$ cat src/rtl/keypad_scan_if.sv
// Signal bundle between the keypad scanner and its consumer (decoder side).
// key_valid is a one-cycle strobe with no back-pressure: the consumer must take {lines,rows} in the cycle it is high.
interface keypad_scan_if;
  logic [3:0] row_in;
  logic [3:0] line_out;
  logic [3:0] lines;
  logic [3:0] rows;
  logic       key_valid;
  logic       key_held;
  logic       multi_key;
  logic [1:0] fsm_state;

  modport master (
    input  row_in,
    output line_out, lines, rows, key_valid, key_held, multi_key, fsm_state
  );

  modport slave (
    output row_in,
    input  line_out, lines, rows, key_valid, key_held, multi_key, fsm_state
  );
endinterface

$ cat src/rtl/keypad_scan.sv
// 4x4 keypad scanner: rotates line drive, snapshots rows per frame and debounces
// whole frames into a stable one-hot {lines,rows} key with press/multi-key status.
module keypad_scan #(
  parameter int SCAN_DIV  = 4,
  parameter int DB_FRAMES = 4
) (
  input  logic         clk,
  input  logic         rst,
  keypad_scan_if.master kp
);
  localparam int DW = $clog2(SCAN_DIV);
  localparam int CW = $clog2(DB_FRAMES + 1);
  localparam logic [DW-1:0] DWELL_LAST = DW'(SCAN_DIV - 1);
  localparam logic [CW-1:0] DB_LAST    = CW'(DB_FRAMES);

  typedef enum logic [1:0] {IDLE, DEB, PRESSED, REL} state_t;

  state_t         state;
  logic [3:0]     row_s1, row_s2;
  logic [DW-1:0]  dwell;
  logic [1:0]     col;
  logic [15:0]    snap;
  logic [7:0]     cand;
  logic [CW-1:0]  dbcnt;

  logic [15:0]    frame_bits;
  logic [4:0]     nbits;
  logic [7:0]     code;
  logic           is_none, is_single, frame_end;

  assign kp.fsm_state = state;

  // The line-3 sample is still in row_s2 at frame end, so merge it in here.
  always_comb begin
    frame_bits        = snap;
    frame_bits[15:12] = row_s2;
    nbits             = 5'd0;
    code              = 8'h00;
    for (int i = 0; i < 16; i++) begin
      if (frame_bits[i]) begin
        nbits = nbits + 5'd1;
        code  = {4'b0001 << (i / 4), 4'b0001 << (i % 4)};
      end
    end
  end

  assign is_none   = (nbits == 5'd0);
  assign is_single = (nbits == 5'd1);
  assign frame_end = (dwell == DWELL_LAST) && (col == 2'd3);

  always_ff @(posedge clk) begin
    if (rst) begin
      state        <= IDLE;
      row_s1       <= '0;
      row_s2       <= '0;
      dwell        <= '0;
      col          <= '0;
      snap         <= '0;
      cand         <= '0;
      dbcnt        <= '0;
      kp.line_out  <= 4'b0001;
      kp.lines     <= '0;
      kp.rows      <= '0;
      kp.key_valid <= 1'b0;
      kp.key_held  <= 1'b0;
      kp.multi_key <= 1'b0;
    end else begin
      row_s1       <= kp.row_in;
      row_s2       <= row_s1;
      kp.key_valid <= 1'b0;

      if (dwell == DWELL_LAST) begin
        dwell                  <= '0;
        snap[{col, 2'b00} +: 4] <= row_s2;
        kp.line_out            <= {kp.line_out[2:0], kp.line_out[3]};
        col                    <= col + 2'd1;
      end else begin
        dwell <= dwell + DW'(1);
      end

      if (frame_end) begin
        snap <= '0;
        case (state)
          IDLE: begin
            if (is_single) begin
              cand <= code;
              if (DB_FRAMES == 1) begin
                state        <= PRESSED;
                dbcnt        <= '0;
                kp.lines     <= code[7:4];
                kp.rows      <= code[3:0];
                kp.key_valid <= 1'b1;
                kp.key_held  <= 1'b1;
              end else begin
                state <= DEB;
                dbcnt <= CW'(1);
              end
            end
          end
          DEB: begin
            if (is_single && code == cand) begin
              if (dbcnt + CW'(1) == DB_LAST) begin
                state        <= PRESSED;
                dbcnt        <= '0;
                kp.lines     <= cand[7:4];
                kp.rows      <= cand[3:0];
                kp.key_valid <= 1'b1;
                kp.key_held  <= 1'b1;
              end else begin
                dbcnt <= dbcnt + CW'(1);
              end
            end else begin
              state <= IDLE;
              dbcnt <= '0;
            end
          end
          PRESSED: begin
            if (is_none) begin
              if (DB_FRAMES == 1) begin
                state        <= IDLE;
                dbcnt        <= '0;
                kp.lines     <= '0;
                kp.rows      <= '0;
                kp.key_held  <= 1'b0;
                kp.multi_key <= 1'b0;
              end else begin
                state <= REL;
                dbcnt <= CW'(1);
              end
            end else if (is_single && code == cand) begin
              kp.multi_key <= 1'b0;
            end else begin
              // A different single key counts as extra keys: no re-accept without release.
              kp.multi_key <= 1'b1;
            end
          end
          REL: begin
            if (is_none) begin
              if (dbcnt + CW'(1) == DB_LAST) begin
                state        <= IDLE;
                dbcnt        <= '0;
                kp.lines     <= '0;
                kp.rows      <= '0;
                kp.key_held  <= 1'b0;
                kp.multi_key <= 1'b0;
              end else begin
                dbcnt <= dbcnt + CW'(1);
              end
            end else begin
              state <= PRESSED;
              dbcnt <= '0;
            end
          end
          default: begin
            state <= IDLE;
            dbcnt <= '0;
          end
        endcase
      end
    end
  end
endmodule
$ cat src/flat_wrapper.sv
// flat-port wrapper written by rule: the top's interface ports become plain ports
module keypad_scan_flat 
#(
  parameter int SCAN_DIV  = 4,
  parameter int DB_FRAMES = 4
)
  (clk, rst, kp_row_in, kp_line_out, kp_lines, kp_rows, kp_key_valid, kp_key_held, kp_multi_key, kp_fsm_state);
  keypad_scan_if kp_i ();
  input  logic clk;
  input  logic rst;
  input wire logic [$bits(kp_i.row_in)-1:0] kp_row_in;
  output wire logic [$bits(kp_i.line_out)-1:0] kp_line_out;
  output wire logic [$bits(kp_i.lines)-1:0] kp_lines;
  output wire logic [$bits(kp_i.rows)-1:0] kp_rows;
  output wire logic [$bits(kp_i.key_valid)-1:0] kp_key_valid;
  output wire logic [$bits(kp_i.key_held)-1:0] kp_key_held;
  output wire logic [$bits(kp_i.multi_key)-1:0] kp_multi_key;
  output wire logic [$bits(kp_i.fsm_state)-1:0] kp_fsm_state;
  assign kp_i.row_in = kp_row_in;
  assign kp_line_out = kp_i.line_out;
  assign kp_lines = kp_i.lines;
  assign kp_rows = kp_i.rows;
  assign kp_key_valid = kp_i.key_valid;
  assign kp_key_held = kp_i.key_held;
  assign kp_multi_key = kp_i.multi_key;
  assign kp_fsm_state = kp_i.fsm_state;
  keypad_scan #(.SCAN_DIV(SCAN_DIV), .DB_FRAMES(DB_FRAMES)) u_core (.clk(clk), .rst(rst), .kp(kp_i));
endmodule
$ cat config.mk
export PLATFORM = sky130hd
export DESIGN_NAME = keypad_scan_flat
export DESIGN_NICKNAME = d
export VERILOG_FILES = /design/src/rtl/keypad_scan_if.sv /design/src/rtl/keypad_scan.sv /design/src/flat_wrapper.sv
export SDC_FILE = /design/constraint.sdc
export NUM_CORES = 1
export LEC_CHECK = 0
export ABC_AREA = 1
export CORE_MARGIN = 2
export CORE_UTILIZATION = 50
export CTS_CLUSTER_SIZE = 14
export DETAILED_ROUTE_END_ITERATION = 12
export PLACE_DENSITY = 0.71
export SETUP_SLACK_MARGIN = 0.15
export SYNTH_ARGS = -nofsm -noshare
export SYNTH_HDL_FRONTEND = slang
export SYNTH_SLANG_ARGS = --single-unit
$ cat constraint.sdc
create_clock -name clk -period 15.5 [get_ports clk]
set_input_delay 1.55 -clock clk [delete_from_list [all_inputs] [get_ports clk]]
set_output_delay 1.55 -clock clk [all_outputs]
set_load 0.1 [all_outputs]
[After elaboration in Yosys (flattened, before gate mapping)]
Cells that the tools add are included.
Cells by class
  bitwise operators: 3
  reduce and logical (&&, ||, !) cells: 14
  shifts and indexed selects: 2
  mux-type cells: 63
  add/sub/neg operators: 19
  equal/unequal tests: 17
Operator list (number)
  two-way mux 5 bit: 19
  adder 5 x 1 -> 5 bit, second input constant: 14
  two-way mux 8 bit: 4
  two-way mux 7 bit: 4
  two-way mux 4 bit: 6
  two-way mux 6 bit: 4
  bitwise mux 16 bit: 1
  case mux 4 bit (2 select lines): 2
  variable shift 4 x 6 -> 16 bit, first input constant: 1
  variable part select 4 x 6 -> 16 bit: 1
  two-way mux 3 bit: 5
  two-way mux 2 bit: 6
  inequality test 2 x 1 -> 1 bit, second input constant: 6
  case mux 3 bit (4 select lines): 1
  AND reduction 5 bit: 2
  equality test 2 bit, second input constant: 4
  equality test 8 bit: 1
  two-way mux 1 bit: 8
  case mux 2 bit (4 select lines): 1
  inequality test 3 bit, second input constant: 2
  negation 4 -> 6 bit: 1
  AND reduction 3 bit: 2
  AND reduction 6 bit: 1
  equality test 5 x 1 -> 1 bit, second input constant: 1
  14 further kinds: 21
Storage, ports and cells
  output and inout bits: 17
  flip-flop bits (word level): 56
  logic and storage cells: 132
  bits of input ports: 6

[Logic depth before layout (Yosys ltp)]
Gate-level depths: netlist of run 1.
  word-level depth: 36
  gate-level depth with buffers: 60
  gate-level depth less buffers: 60

[Worst setup path before layout of run 1]
OpenSTA, ideal clock, no wires.
  path kind: register to register
  from: register u_core.snap[0]
  to: register u_core.kp.lines[0]
  data arrival time: 7862 ps
  setup time: 132 ps
  buffers on the path: 0
  period minus slack after synthesis: 7994 ps
  slack: 7506 ps
  data required time: 15368 ps
  stages on the path, launching flop included: 55
  path through: dfxtp_1 > inv_1 > ha_1 > inv_2 > nand2_2 > nand2_1 > inv_1 > ha_1 > nand2_1 > nand2_1 > ha_1 > or2_1 > nand2_1 > inv_1 > ha_1 > nand2_1 > nand2_2 > ha_1 > (+19 left out) > a21boi_0 > inv_1 > ha_1 > or2_2 > nand2_1 > inv_1 > ha_1 > nand2_1 > nand2_1 > ha_1 > o21ai_0 > nand3_1 > nor2_8 > nand3_4 > nand2_1 > inv_1 > o21ai_0 > a21oi_1
On the way
  word-level cells in the longest chain between the ends: 35
  elaborated cells on any way between the ends: 54
  classes of those cells: add/sub: 15; eq/ne: 4; mux: 32; reduce/logical: 3
Ends and longest elaborated chain
  start, declared: RTL line keypad_scan.sv:22  | logic [15:0] snap;
  start signal, assigned by index: RTL line keypad_scan.sv:74  | snap[{col, 2'b00} +: 4] <= row_s2;
  two-way mux 1 bit: RTL line keypad_scan.sv:40  | if (frame_bits[i]) begin
  adder 1 x 1 -> 2 bit: RTL line keypad_scan.sv:41  | nbits = nbits + 5'd1;
  two-way mux 5 bit: RTL line keypad_scan.sv:40
  adder 5 x 1 -> 5 bit: RTL line keypad_scan.sv:41
  two-way mux 5 bit: RTL line keypad_scan.sv:40
  adder 5 x 1 -> 5 bit: RTL line keypad_scan.sv:41
  two-way mux 5 bit: RTL line keypad_scan.sv:40
  adder 5 x 1 -> 5 bit: RTL line keypad_scan.sv:41
  (+19 left out)
  adder 5 x 1 -> 5 bit: RTL line keypad_scan.sv:41
  two-way mux 5 bit: RTL line keypad_scan.sv:40
  adder 5 x 1 -> 5 bit: RTL line keypad_scan.sv:41
  two-way mux 5 bit: RTL line keypad_scan.sv:40
  equality test 5 x 1 -> 1 bit: RTL line keypad_scan.sv:48  | assign is_single = (nbits == 5'd1);
  logical AND 1 bit: RTL line keypad_scan.sv:101  | if (is_single && code == cand) begin
  inequality test 2 x 1 -> 1 bit (no line)
  AND reduction 6 bit (no line) (*)
  end signal, assigned: RTL line keypad_scan.sv:90  | kp.lines <= code[7:4];
  end signal, assigned: RTL line keypad_scan.sv:105  | kp.lines <= cand[7:4];
  end, declared: RTL line keypad_scan_if.sv:15  | output line_out, lines, rows, key_valid, key_held, multi_key, fsm_state
Mark *: on every way between the ends. The rest lies on a longest branch, timed or not.
A chain may end at the register's enable or synchronous reset.

[Final worst setup path of run 1]
  from: register u_core.snap[1]
  to: register u_core.cand[7]
On the way
  word-level cells in the longest chain between the ends: 31
Ends and longest elaborated chain
  two-way mux 5 bit (*): RTL line keypad_scan.sv:40
  adder 5 x 1 -> 5 bit: RTL line keypad_scan.sv:41
  two-way mux 5 bit (*): RTL line keypad_scan.sv:40
  adder 5 x 1 -> 5 bit: RTL line keypad_scan.sv:41
  two-way mux 5 bit (*): RTL line keypad_scan.sv:40
  adder 5 x 1 -> 5 bit: RTL line keypad_scan.sv:41
  two-way mux 5 bit (*): RTL line keypad_scan.sv:40
  adder 5 x 1 -> 5 bit: RTL line keypad_scan.sv:41
  (+15 left out)
  adder 5 x 1 -> 5 bit: RTL line keypad_scan.sv:41
  two-way mux 5 bit (*): RTL line keypad_scan.sv:40
  adder 5 x 1 -> 5 bit: RTL line keypad_scan.sv:41
  two-way mux 5 bit (*): RTL line keypad_scan.sv:40
  adder 5 x 1 -> 5 bit: RTL line keypad_scan.sv:41
  two-way mux 5 bit (*): RTL line keypad_scan.sv:40
  equality test 5 x 1 -> 1 bit (*): RTL line keypad_scan.sv:48
  AND reduction 3 bit (no line) (*)
  end signal, assigned: RTL line keypad_scan.sv:86  | cand <= code;
  end, declared: RTL line keypad_scan.sv:23  | logic [7:0] cand;
Marks and branches as above.

==> qor.yml, run 1 <==
clocking:
  cts_buffers: 5
  cts_tree: "done"
  htreeDepth: 2
  cts-root-buf: "clkbuf_8"
  clk_pin_slew_worst_paths_ns: 0.09
  post-cts-setup-buffers: 0
  post_cts_resize_count: 0
  ctsHoldBuffers: 0
  clk_latency_ns: 0.30
  clock_path_buffers: 2
  clock-sinks: 52
outcome:
  status: "finished clean"
yosys:
  synth_edf_count: 0
  synth_area_per_cell_um2: 6.15
  synth.area.top_cells: "dfxtp_1, nand2_1, inv_1"
  ys_warn_count: 0
  synth.most_common_cell: "nand2_1"
  syn_area_um2: 4280
  syn_nets: 728
  yosysSeqAreaShare_pct: 24.3
  synth_top_area_share_pct: 24.3
  synth_flop_cell: "dfxtp_1"
  synth_common_cells: "nand2_1, inv_1, nor2_1, nand3_1, dfxtp_1"
  netlist_instances: 697
  synth_async_sr_flop_share_pct: 0
  synth_area_leader_cell: "dfxtp_1"
  ys_types: 44
  synth_seq_cells: 52
drt:
  wl_met2_um: 4010
  dr.max_layer_used: "met4"
  met3_length_um: 206
  drt_wl_total_um: 8630
  viasPerCell: 5.07
  drc: 0
  m1WireLength_um: 4270
  vias: 4124
  wl_per_cell_um: 10.6
  ant_nets: 0
  drt-initial-drc-count: 121
  drt-pass1-iter-count: 4
placement:
  place_inst: 806
  hpwl_um: 6990
  numPortBuffers: 22
  place_congestion: 0.857
  dpl_cell_area_um2: 4550
pwr:
  p_per_area_nw_per_um2: 54.1
  leakagePower_nw: 2.50
  ir_drop_mv: 0.0728
die:
  pin_count: 23
  core_um2: 8260
  dieArea_um2: 9320
  num_rows: 33
  fp.dieW_um: 96.6
  die_y_um: 96.6
  start_util_pct: 51.9
sta:
  slew_viol_final: 0
  hold_violations: 0
  finalCritPeriodShare_pct: 56.0
  worstMarginPinSlew_ns: 1.00
  finalCriticalPeriod_ns: 8.69
  setup_viol: 0
  final.setup.tns_ns: 0
  rsz0062_at_grt: "false"
  fmax_mhz: 115
  maxSlewHeadroom_pct: 31.6
  skew_ns: 0.00894
global_route:
  grt-ovfl-total: 0
  grt_max_degree: 28
  antenna_found_initial: 0
  grt_usage_pct: 20.8
  grt_pass1_vias: 3907
  grt_first_pass_wirelength_um: 16200
critical_path:
  worstSetupPathDepth: 51
  crit_buf_inv: 5
  crit_end: "u_core.cand[7]"
  r2r-end: "u_core.cand[7]"
  rr_worst_depth: 51
  cpMostUsedCell: "nand2_1"
  worst_ep_required_time_ns: 15.69
  worst-path-max-fanout: 16
  crit_slowest_cell: "dfxtp_1"
  cp.arrival_ns: 8.87
  start_kind: "flip-flop"
  endpoint_kind: "flip-flop"
  critPathMaxStageDelay_ns: 0.38
  reg2reg_slack_ns: 6.81
  worstSetupPathType: "reg -> reg"
  rr_startpoint: "u_core.snap[1]"
  crit_family: "adder cells"
  crit_start: "u_core.snap[1]"
final_layout:
  finalNonFillerCells: 814
  drive_gt1_share_pct: 9.17
  final.fill_count: 849
  fin_area_um2: 4640
  nNetsFinal: 739
  syn_to_final_growth_pct: 8.29
  diodes: 0
min_path:
  holdCritPathClass: "reg -> reg"
run:
  max-cap-violations: 0
==> worst min-delay path, cell delays in order (launching register included) <==
cell	delay (ns)
dfxtp_1	0.31
inv_1	0.04
nor2_1	0.03
==> worst min-delay path by stage <==
stage | end | cells after the start | slack, ns | start
floorplan | u_core.row_s2[0] | 2 | 0.39 | u_core.row_s1[0]
global placement | u_core.row_s2[1] | 2 | 0.39 | u_core.row_s1[1]
detailed placement | u_core.row_s2[0] | 2 | 0.39 | u_core.row_s1[0]
CTS | u_core.row_s2[0] | 2 | 0.41 | u_core.row_s1[0]
global route | u_core.row_s2[1] | 2 | 0.42 | u_core.row_s1[1]
finish | u_core.row_s2[0] | 2 | 0.41 | u_core.row_s1[0]
==> cells by family (layout without fill, tap and decap cells) <==
kind of cell               after synthesis  after routing  synth area share [%]
adders and majority gates               25             25                  7.30
xor gates and xnor gates                 5              5                  1.20
and+or+nand+nor                        392            392                  43.0
AOI/OAI and AO/OA                       87             87                  11.8
buffers and inverters                  136            148                  12.3
DFF                                     52             52                  24.3
==> report_power, final <==
| part | total (W) | internal, W | leakage, nW | switching, W |
|---|---|---|---|---|
| clock network | 0.0000758 | 0.0000322 | 0.0414 | 0.0000437 |
| registers | 0.000139 | 0.000136 | 0.421 | 0.00000281 |
| logic | 0.0000357 | 0.0000114 | 2.04 | 0.0000244 |
| total | 0.000251 | 0.000180 | 2.50 | 0.0000708 |
==> placed cells by master (no fill, tap or decap), drive strengths merged <==
cell type      synthesis  final
a2111oi                1      1
a211oi                 1      1
a21boi                 3      3
a21oi                 44     44
a221oi                 1      1
a31oi                  4      4
clkbuf                10      6
clkdlybuf4s50          0     22
clkinv                 1      2
clkinvlp               0      1
dfxtp                 52     52
ha                    25     25
inv                  117    117
nand2                212    212
nand3                 76     76
nand3b                 5      5
nand4                 12     12
nor2                  71     71
nor3                   8      8
nor3b                  1      1
nor4                   3      3
o2111ai                1      1
o21a                   1      1
o21ai                 27     27
o21bai                 1      1
o22ai                  2      2
o31ai                  1      1
or2                    4      4
xnor2                  1      1
xor2                   4      4
==> area by class of cell <==
class | instances | area (um2) | share of cell area (%)
clock buffer | 6 | 72.6 | 1.56
multi-input combinational | 509 | 2720 | 58.5
clock inverter | 2 | 16.3 | 0.351
sequential | 52 | 1040 | 22.4
inverter | 118 | 443 | 9.55
tap | 105 | 131 | 2.83
timing repair buffer | 22 | 220 | 4.75
==> state kept, by name, indices dropped and copies added, names as in the netlist, 2 cells and up <==
name,count
u_core.cand,8
u_core.col,2
u_core.dbcnt,3
u_core.dwell,2
u_core.kp.fsm_state,2
u_core.kp.line_out,4
u_core.kp.lines,4
u_core.kp.rows,4
u_core.row_s1,4
u_core.row_s2,4
u_core.snap,12
==> metal layers <==
metal / GRT usage, % / up-vias
li1: - / 2233
met1: 26.0 / 1830
met2: 37.7 / 47
met3: 2.40 / 14
met4: 5.99 / 0
met5: 0 / -
==> stage by stage <==
step                hold slack, ns  power [W]  setup WS [ns]  util, %
global placement             0.391   0.000177           7.16     55.1
CTS                          0.411   0.000254           6.80     56.2
global route                 0.425   0.000264           5.92     56.2
floorplan                    0.388   0.000171           7.51        -
detailed placement           0.393   0.000178           6.85     55.1
finish                       0.408   0.000251           6.81     56.2
(Power assumes the default switching activity.)
==> run 2, diff against run 1 <==
Settings changed: PLACE_DENSITY 0.71 to 0.74.
Clock period 15.5 ns to 7.2 ns, I/O delays scaled along.
==> qor.yml, run 2 (synthesized netlist as in run 1, its figures left out) <==
global_route:
  antenna_found_initial: 0  # unchanged
  grt_pass1_vias: 4651  # +19%
  grt-ovfl-total: 0  # unchanged
  grt_usage_pct: 26.4  # +5.6 points
  grt_first_pass_wirelength_um: 19900  # +23%
  grt_max_degree: 28  # unchanged
drt:
  ant_nets: 0  # unchanged
  drt-initial-drc-count: 332  # +170%
  met3_length_um: 682  # +230%
  drc: 0  # unchanged
  m1WireLength_um: 5490  # +29%
  drt_wl_total_um: 13900  # +61%
  wl_met2_um: 7170  # +79%
  drt-pass1-iter-count: 8  # +4
  wl_per_cell_um: 15.1  # +43%
  vias: 5107  # +24%
  dr.max_layer_used: "met4"
  viasPerCell: 5.55  # +9.4%
clocking:
  clock-sinks: 52  # unchanged
  clk_pin_slew_worst_paths_ns: 0.10  # about the same
  clk_latency_ns: 0.31  # about the same
  ctsHoldBuffers: 0  # unchanged
  cts-root-buf: "clkbuf_8"
  htreeDepth: 2  # unchanged
  cts_tree: "done"
  clock_path_buffers: 2  # unchanged
  cts_buffers: 5  # unchanged
critical_path:
  worst-path-max-fanout: 5  # -11
  cpMostUsedCell: "nand2_4"
  critPathMaxStageDelay_ns: 0.38  # about the same
  worst_ep_required_time_ns: 7.39  # -8.30 ns
  crit_slowest_cell: "dfxtp_4"
  endpoint_kind: "flip-flop"
  worstSetupPathType: "reg -> reg"
  start_kind: "flip-flop"
  cp.arrival_ns: 7.87  # -1.00 ns
placement:
  numPortBuffers: 22  # unchanged
  hpwl_um: 7450  # +6.7%
  dpl_cell_area_um2: 4970  # +9.2%
  place_congestion: 0.828  # -3.3%
final_layout:
  final.fill_count: 551  # -35%
  reg.largest.list: "u_core.snap x12, u_core.cand x8"
  drive_gt1_share_pct: 34.1  # +25 points
  layout_common_cells: "nand2_1, inv_1, buf_4, nor2_1, nand3_1"
  syn_to_final_growth_pct: 47.1
  fin_area_um2: 6300  # +36%
  diodes: 0  # unchanged
  nNetsFinal: 846  # +14%
  layout_commonest_cell: "nand2_1"
  regMostFlops: "u_core.snap"
  largest_reg_flops: 12  # unchanged
die:
  die_y_um: 96.6  # unchanged
  dieArea_um2: 9320  # unchanged
  num_rows: 33  # unchanged
  pin_count: 23  # unchanged
  core_um2: 8260  # unchanged
  fp.dieW_um: 96.6  # unchanged
  start_util_pct: 51.9  # unchanged
sta:
  setup_ws_ns: -0.473  # -7.29 ns
  timing.hold.ws_ns: 0.412  # +0.00365 ns
  slew_viol_final: 0  # unchanged
  setup_viol: 24  # +24
  fmax_mhz: 130  # +13%
  final.setup.tns_ns: -9.85  # -9.85 ns
  finalCriticalPeriod_ns: 7.67  # -1.01 ns
  hold_violations: 0  # unchanged
  worstMarginPinSlew_ns: 1.15  # +0.146 ns
  rsz0062_at_grt: "true"
  maxSlewHeadroom_pct: 21.6  # -10 points
  finalCritPeriodShare_pct: 107  # +51 points
  skew_ns: 0.00991  # +0.000977 ns
pwr:
  leakagePower_nw: 3.33  # +33%
  pwr-share-comb_pct: 19.4  # +5.1 points
  ir_drop_mv: 0.138  # +90%
  clkPwrFrac_pct: 29.0  # -1.2 points
  power_w: 0.000581  # +130%
  p_per_area_nw_per_um2: 92.2  # +70%
  switching_share_pct: 30.2  # +1.9 points
  p_seq_share_pct: 51.6  # -3.9 points
  intPower_w: 0.000406  # +130%
  p_switching_w: 0.000175  # +150%
outcome:
  status: "complete, but fails checks"
  violations: "negative setup slack"
run:
  max-cap-violations: 0  # unchanged
min_path:
  holdCritPathClass: "reg -> reg"
## run 2: cell count changes in the layout (fill, tap and decap cells not counted), moves of 18 or more
cell     change
buf_4       +68
buf_6       +35
nand2_1     -48
nand2_2     +18
nand2_4     +29
o21ai_0     -20
## run 2: metal layers
layer	vias up	global-route usage, %
met5	-	0
met4	0	11.4
met3	68	3.10
met2	206	47.9
met1	2381	31.2
li1	2452	-
## run 2: worst max-delay path: cells and delay by family (launching register included)
family,cells,cell delay [ns]
AND/OR/NAND/NOR,32,3.09
adder cells (fa/ha/maj),13,3.06
buffers and inverters,10,0.82
flip-flops,1,0.38
AO/OA/AOI/OAI,1,0.20
## run 2: final cells by class
class | count | area [um2] | share of cell area [%]
inverters | 118 | 460 | 7.30
repair buffers | 127 | 1170 | 18.6
flip-flops and latches | 52 | 1050 | 16.6
well taps | 105 | 131 | 2.08
clock inverters | 2 | 16.3 | 0.258
multi-input cells | 511 | 3410 | 54.0
clock buffers | 6 | 72.6 | 1.15
## run 2: stage by stage
stage,util [%],instances,setup slack (ns)
after floorplan,-,697,-0.136
after global placement,60.2,837,-0.257
after detailed placement,60.2,837,-0.525
after CTS,69.3,915,-0.382
after global routing,76.3,921,-0.795
final,76.3,921,-0.473
## run 2: worst paths after layout
kind | start | end | slack, ns | cells after the start
worst max register to register | u_core.snap[1] | u_core.kp.key_valid | -0.47 | 56
worst min-delay path | u_core.row_s1[2] | u_core.row_s2[2] | 0.41 | 2
worst max-delay path | u_core.snap[1] | u_core.kp.key_valid | -0.47 | 56
worst min register to register | u_core.row_s1[2] | u_core.row_s2[2] | 0.41 | 2
## run 2: power by group through the flow
stage | sequential, W | clock (W) | combinational (W)
after floorplan | 0.000314 | 0 | 0.0000586
after global placement | 0.000306 | 0 | 0.0000840
after detailed placement | 0.000307 | 0 | 0.0000867
after CTS | 0.000300 | 0.000171 | 0.0000994
after global routing | 0.000301 | 0.000184 | 0.000123
final | 0.000300 | 0.000168 | 0.000113
## run 2: what timing repair did
item                       4_1_cts  5_1_grt
setup buffers                   68        5
pin swaps                       46       69
gates cloned                     2        1
resized for setup               34      137
setup endpoints to repair       24       24
